[config.mk]
export PLATFORM = sky130hd
export DESIGN_NAME = serial_adder_ctrl
export DESIGN_NICKNAME = d
export VERILOG_FILES = /design/src/rtl/serial_adder_ctrl.sv
export SDC_FILE = /design/constraint.sdc
export NUM_CORES = 1
export LEC_CHECK = 0
export CAP_MARGIN = 30
export CORE_AREA = 2 2 76 78
export DETAILED_ROUTE_END_ITERATION = 6
export DIE_AREA = 0 0 78 80
export GPL_ROUTABILITY_DRIVEN = 0
export PLACE_DENSITY = 0.57
export SLEW_MARGIN = 15
export SYNTH_ARGS = -nofsm -noshare
export SYNTH_HDL_FRONTEND = slang
export SYNTH_SLANG_ARGS = --single-unit
[constraint.sdc]
create_clock -name clk -period 3 [get_ports clk]
set_input_delay 0.6 -clock clk [delete_from_list [all_inputs] [get_ports clk]]
set_output_delay 0.6 -clock clk [all_outputs]
set_load 0.005 [all_outputs]
[src/rtl/serial_adder_ctrl.sv]
// Bit-serial adder controller: one shared full adder, LSB-first, carry held in a flip-flop.
// Optional subtract mode is enabled by defining SERIAL_SUBTRACT_EN (adds port din_sub).

module full_adder (
    input  logic i_a,
    input  logic i_b,
    input  logic i_cin,
    output logic o_sum,
    output logic o_cout
);
    assign o_sum  = i_a ^ i_b ^ i_cin;
    assign o_cout = (i_a & i_b) | (i_a & i_cin) | (i_b & i_cin);
endmodule

module serial_adder_ctrl #(
    parameter int WIDTH = 8
) (
    input  logic             clk,
    input  logic             rst_n,
    input  logic             din_start,
    input  logic [WIDTH-1:0] din_A,
    input  logic [WIDTH-1:0] din_B,
    input  logic             din_cin,
`ifdef SERIAL_SUBTRACT_EN
    input  logic             din_sub,
`endif
    output logic             dout_busy,
    output logic             dout_done,
    output logic [WIDTH-1:0] dout_sum,
    output logic             dout_carry
);
    localparam int CW = $clog2(WIDTH);
    localparam logic [CW-1:0] LAST_BIT = CW'(WIDTH - 1);

    typedef enum logic [1:0] {
        S_IDLE = 2'd0,
        S_RUN  = 2'd1,
        S_DONE = 2'd2
    } state_t;

    state_t           r_state;
    logic [WIDTH-1:0] r_a_sr;
    logic [WIDTH-1:0] r_b_sr;
    // Only WIDTH-1 partial bits are stored; the final bit comes straight from the adder.
    logic [WIDTH-2:0] r_sum_sr;
    logic             r_carry;
    logic [CW-1:0]    r_cnt;
    logic             r_busy;
    logic             r_done;
    logic [WIDTH-1:0] r_sum;
    logic             r_cout;

    logic             w_fa_sum;
    logic             w_fa_cout;
    logic [WIDTH-1:0] w_sum_next;
    logic [WIDTH-1:0] w_b_load;
    logic             w_cin_load;

`ifdef SERIAL_SUBTRACT_EN
    // Subtraction as A + ~B + 1; carry-out of 1 then means no borrow.
    assign w_b_load   = din_sub ? ~din_B : din_B;
    assign w_cin_load = din_sub ? 1'b1   : din_cin;
`else
    assign w_b_load   = din_B;
    assign w_cin_load = din_cin;
`endif

    full_adder u_fa (
        .i_a    (r_a_sr[0]),
        .i_b    (r_b_sr[0]),
        .i_cin  (r_carry),
        .o_sum  (w_fa_sum),
        .o_cout (w_fa_cout)
    );

    assign w_sum_next = {w_fa_sum, r_sum_sr};

    // NOTE: every register here is state, so all use <= and all are cleared by the async reset.
    always_ff @(posedge clk or negedge rst_n) begin
        if (!rst_n) begin
            r_state  <= S_IDLE;
            r_a_sr   <= '0;
            r_b_sr   <= '0;
            r_sum_sr <= '0;
            r_carry  <= 1'b0;
            r_cnt    <= '0;
            r_busy   <= 1'b0;
            r_done   <= 1'b0;
            r_sum    <= '0;
            r_cout   <= 1'b0;
        end else begin
            case (r_state)
                S_IDLE: begin
                    r_done <= 1'b0;
                    if (din_start) begin
                        r_a_sr  <= din_A;
                        r_b_sr  <= w_b_load;
                        r_carry <= w_cin_load;
                        r_cnt   <= '0;
                        r_busy  <= 1'b1;
                        r_state <= S_RUN;
                    end
                end
                S_RUN: begin
                    r_a_sr   <= r_a_sr >> 1;
                    r_b_sr   <= r_b_sr >> 1;
                    r_sum_sr <= w_sum_next[WIDTH-1:1];
                    r_carry  <= w_fa_cout;
                    if (r_cnt == LAST_BIT) begin
                        // Counter is left at WIDTH-1 so it never wraps within an operation.
                        r_sum   <= w_sum_next;
                        r_cout  <= w_fa_cout;
                        r_done  <= 1'b1;
                        r_state <= S_DONE;
                    end else begin
                        r_cnt <= r_cnt + CW'(1);
                    end
                end
                S_DONE: begin
                    r_done  <= 1'b0;
                    r_busy  <= 1'b0;
                    r_state <= S_IDLE;
                end
                default: begin
                    r_done  <= 1'b0;
                    r_busy  <= 1'b0;
                    r_state <= S_IDLE;
                end
            endcase
        end
    end

    assign dout_busy  = r_busy;
    assign dout_done  = r_done;
    assign dout_sum   = r_sum;
    assign dout_carry = r_cout;

endmodule
==> metrics.yaml, run 1 <==
outcome: "finished, final reports clean"
crit_path_start_kind: "register"
worst_pin_slew_ns: 0.794
clockRootBuffer: "clkbuf_8"
syn_avg_cell_area_um2: 13.1
post-route-util_pct: 42.4
path_cells: "nand2b_1, buf_4, mux2_2"
fill_cells: 532
layout_commonest_cell: "dfrtp_1"
rrSetupSlack_ns: 1.10
synth_top_area_share_pct: 54.1
ys_types: 28
layout-drive-gt1-share_pct: 14.7
layout_common_cells: "40 x dfrtp_1, 29 x clkdlybuf4s50_1, 14 x mux2_1"
reg2regPathDepth: 3
drv_slew: 0
cts_buffers: 5
critPathSlowestCell: "dfrtp_1"
cp.arrival_ns: 2.07
grt_usage_pct: 12.2
setup.worst_path.class: "register to register"
hpwl_um: 2380
grt-ovfl-total: 0
clkTransAtPathRegs_ns: 0.08
hold_buffers: 0
grt_pass1_wl_um: 5960
drc: 0
cts_max_level: 2
cts.path.max_buffers: 2
yosys.area.top_type: "dfrtp_1"
worstSetupEndpointType: "register"
die_h_um: 80
yosysWarnings: 0
cts_tree: "done"
grt_setup_unrepaired: "false"
area_growth_pct: 23.8
vias_per_cell: 5.10
cts_setup_buffers: 0
max-vdd-ir-drop_mv: 0.266
drtIter0Drc: 59
clock_insertion_delay_worst_skew_ns: 0.29
grt_max_degree: 41
core_area_um2: 5410
cp_max_fo: 30
leakage_nw: 0.963
first_pass_iters: 4
final-hold-violation-count: 0
critPathRequiredTime_ns: 3.18
seqCellArea_um2: 1000
cap_violations: 0
holdCritPathClass: "input pin to asynchronous set/reset pin"
finalCritPeriodShare_pct: 63.2
period_needed_ns: 1.90
synth_area_leaders: "dfrtp_1 54%, mux2_1 8.5%, o221a_2 6.1%"
totalWireLength_um: 3460
syn_nets: 165
drtAntennaViolNets: 0
r2r-end: "r_sum_sr[3]"
multi_input_area_um2: 742
dieArea_um2: 6240
rows: 27
r2r_start: "r_state[1]"
finalSetupViolations: 0
path_buf_inv: 1
synth_area_um2: 1850
clock_sinks: 40
slew_headroom_pct: 47.1
setup-tns-final_ns: 0
fin_nets: 193
die_w_um: 78
io_pins: 31
io_buffer_count: 30
post_drt_wl_per_cell_um: 14.3
yosysSeqAreaShare_pct: 54.1
post_cts_resized: 0
detailroute.via_count: 1234
synth_seq_cells: 40
max_freq_mhz: 528
whs_ns: 0.129
antenna_found_initial: 0
syn_inst: 141
p_per_area_nw_per_um2: 919
antennaDiodeCount: 0
cp_slowest_stage_delay_ns: 0.86
initial_core_util_pct: 34.2
grt_pass1_vias: 1251
crit_family: "flip-flops"
fin_skew_ns: 0.00457
logic make-up after synthesis:
| kind of cell | after synthesis | share of synthesized area [%] |
|---|---|---|
| mux | 16 | 9.74 |
| compound gates | 24 | 12.2 |
| flops | 40 | 54.1 |
| simple gates | 36 | 15.1 |
| fa+ha+maj | 4 | 3.11 |
| buf+inv | 21 | 5.75 |
flip-flops by register name, summed over array words and instances, names as in the netlist:
name / cells
dout_sum: 8
r_a_sr: 8
r_b_sr: 8
r_sum_sr: 7
r_cnt: 3
r_state: 2
dout_busy: 1
dout_carry: 1
dout_done: 1
r_carry: 1
Yosys cell counts (all sizes together):
cell,number
dfrtp,40
mux2,16
buf,11
o221a,11
or4b,11
inv,9
nor3b,6
a211oi,4
nand2b,4
nor4b,4
ha,3
nand3,3
o221ai,3
a211o,2
a21oi,2
nand2,2
nor2,2
nor4bb,2
clkbuf,1
fa,1
nand3b,1
o21ba,1
o21bai,1
or2,1
power by group:
group | total [W] | internal (W) | switching [W]
Clock | 0.000364 | 0.000183 | 0.000181
Combinational | 0.000774 | 0.000468 | 0.000307
Sequential | 0.000966 | 0.000793 | 0.000173
Total | 0.00210 | 0.00144 | 0.000661
how the worst max path moves through the flow:
stage / slack [ns] / to / cells past startpoint / start
2_1_floorplan: 1.49 / dout_carry / 5 / r_cnt[0]
3_3_place_gp: 0.84 / r_b_sr[2] / 3 / din_start
3_5_place_dp: 0.80 / r_a_sr[4] / 3 / din_start
4_1_cts: 1.09 / r_sum_sr[3] / 3 / r_state[1]
5_1_grt: 0.98 / r_sum_sr[3] / 3 / r_state[1]
6_report: 1.10 / r_sum_sr[3] / 3 / r_state[1]
cell type report:
type | count | share of cell area [%]
Sequential cell | 40 | 43.7
Multi-Input combinational cell | 80 | 32.4
Timing Repair Buffer | 33 | 14.4
Tap cell | 72 | 3.93
Clock buffer | 6 | 3.61
Inverter | 9 | 1.48
Clock inverter | 2 | 0.437
routing by layer:
metal / GRT usage [%] / share of wire, % / wire [um]
met5: 0 / 0 / 0
met4: 4.39 / 1.9 / 67
met3: 3.85 / 4.1 / 143
met2: 19.3 / 48 / 1670
met1: 15.9 / 46 / 1580
through the flow:
step           instances  area (um2)  setup WS (ns)  power [W]
2_1_floorplan        141        1850           1.49    0.00148
3_3_place_gp         233        2180          0.844    0.00172
3_5_place_dp         233        2180          0.805    0.00177
4_1_cts              241        2270           1.09    0.00213
5_1_grt              242        2290          0.979    0.00228
6_report             242        2290           1.10    0.00210
No activity file was read; power rests on OpenSTA's default activity.
==> run 2, diff against run 1 <==
PLACE_DENSITY = 0.6   (was 0.57)
clock period = 1.7 ns   (was 3 ns; I/O delays follow)
==> run 2 against run 1 <==
Against the previous run: global-route usage grew 1.1 points; sequential power increased by 76%; fmax is 19% higher; via count increased by 3.4%; flip-flop and latch count unchanged; non-clock buffer count increased by 8; die area unchanged; final cell count rose by 3.3%; register-to-register slack got worse by 0.99 ns; sequential share of layout area is 1.8 points lower; critical endpoint is now dout_sum[6].
==> metrics.yaml, run 2 (synthesis gave the netlist of run 1 again) <==
rows: 27
cp_max_fo: 10
die_w_um: 78
cp.arrival_ns: 1.76
critPathSlowestCell: "dfrtp_1"
setup-tns-final_ns: 0
max_freq_mhz: 629
post_drt_wl_per_cell_um: 14.9
slew_headroom_pct: 75.3
cap_violations: 0
antenna_found_initial: 0
post-route-util_pct: 44.2
critPathRequiredTime_ns: 1.87
cts.path.max_buffers: 2
cts_setup_buffers: 0
placed_cells: 241
setup_slack_ns: 0.111
layout.cells.non_filler: 250
io_buffer_count: 30
hold_buffers: 1
worstSetupEndpointType: "register"
dp_slack_ns: 0.00461
layout-drive-gt1-share_pct: 18.0
grt-ovfl-total: 0
worst_pin_slew_ns: 0.365
dpl_cell_area_um2: 2260
die_h_um: 80
p_per_area_nw_per_um2: 1660
post_cts_resized: 0
crit_path_start_kind: "register"
cts_buffers: 5
cp_slowest_stage_delay_ns: 0.42
hpwl_um: 2770
path_cells: "ha_1, ha_1, nand3b_1, buf_12, mux2_1"
clock_sinks: 40
grt_usage_pct: 13.4
fin_nets: 201
final_area_um2: 2390
antennaDiodeCount: 0
grt_pass1_vias: 1359
initial_core_util_pct: 34.2
vias_per_cell: 5.10
drtAntennaViolNets: 0
path_buf_inv: 1
cts_max_level: 2
final-hold-violation-count: 0
clockRootBuffer: "clkbuf_8"
fin_skew_ns: 0.00908
drv_slew: 0
io_pins: 31
clock_insertion_delay_worst_skew_ns: 0.29
drc: 0
first_pass_iters: 4
grt_pass1_wl_um: 6560
setup.worst_path.class: "register to register"
finalCritPeriodShare_pct: 93.5
cts_tree: "done"
grt_max_degree: 19
cpMostUsedCell: "ha_1"
area_growth_pct: 29.2
crit_family: "adder cells"
drtIter0Drc: 52
leakage_nw: 1.01
layout_commonest_cell: "dfrtp_1"
layout_common_cells: "40 x dfrtp_1, 29 x clkdlybuf4s50_1, 14 x mux2_1"
max-vdd-ir-drop_mv: 0.634
dieArea_um2: 6240
clkTransAtPathRegs_ns: 0.08
period_needed_ns: 1.59
grt_setup_unrepaired: "false"
outcome: "finished, final reports clean"
finalSetupViolations: 0
holdCritPathClass: "input pin to asynchronous set/reset pin"
detailroute.via_count: 1276
core_area_um2: 5410
totalWireLength_um: 3730
## run 2: cell types whose count changed in the layout (fill, tap and decap cells not counted)
cell | previous run | this run
clkinv_2 | 2 | 0
buf_4 | 2 | 8
clkbuf_8 | 6 | 5
buf_12 | 1 | 2
bufinv_16 | 0 | 1
clkinv_4 | 0 | 2
dlygate4sd3_1 | 0 | 1
## run 2: final cells by class
| cell class | instances | area [um2] |
|---|---|---|
| clock buffer | 5 | 68.8 |
| clock inverter | 3 | 47.5 |
| tap | 72 | 90.1 |
| multi-input combinational | 80 | 742 |
| sequential | 40 | 1000 |
| timing repair buffer | 41 | 405 |
| inverter | 9 | 33.8 |
| fill | 499 | 3020 |
## run 2: layer usage
layer / share of wire, % / GRT usage (%) / up-vias
met3: 3.8 / 3.28 / 5
met2: 48 / 22.2 / 30
met5: 0 / 0 / -
li1: - / - / 600
met1: 47 / 17.2 / 641
met4: 0.78 / 4.21 / 0
## run 2: final timing paths
path                        startpoint           to  slack, ns  cells past startpoint
max                           r_cnt[0]  dout_sum[6]       0.11                      5
max reg2reg                   r_cnt[0]  dout_sum[6]       0.11                      5
max in group asynchronous        rst_n  r_sum_sr[4]       0.70                      3
min reg2reg                dout_sum[0]  dout_sum[0]       0.50                      1
min in group clk           dout_sum[0]  dout_sum[0]       0.50                      1
min                              rst_n  dout_sum[5]       0.49                      2
## run 2: through the flow
stage | hold WS [ns] | total power [W]
finish | 0.487 | 0.00397
detailed placement | 0.269 | 0.00324
CTS | 0.490 | 0.00403
global placement | 0.258 | 0.00311
global route | 0.503 | 0.00428
floorplan | 0.0444 | 0.00261
## run 2: power by group
| group | internal [W] | leakage [nW] | switching, W |
|---|---|---|---|
| logic | 0.000890 | 0.484 | 0.000589 |
| registers | 0.00140 | 0.472 | 0.000305 |
| clock network | 0.000442 | 0.0583 | 0.000346 |
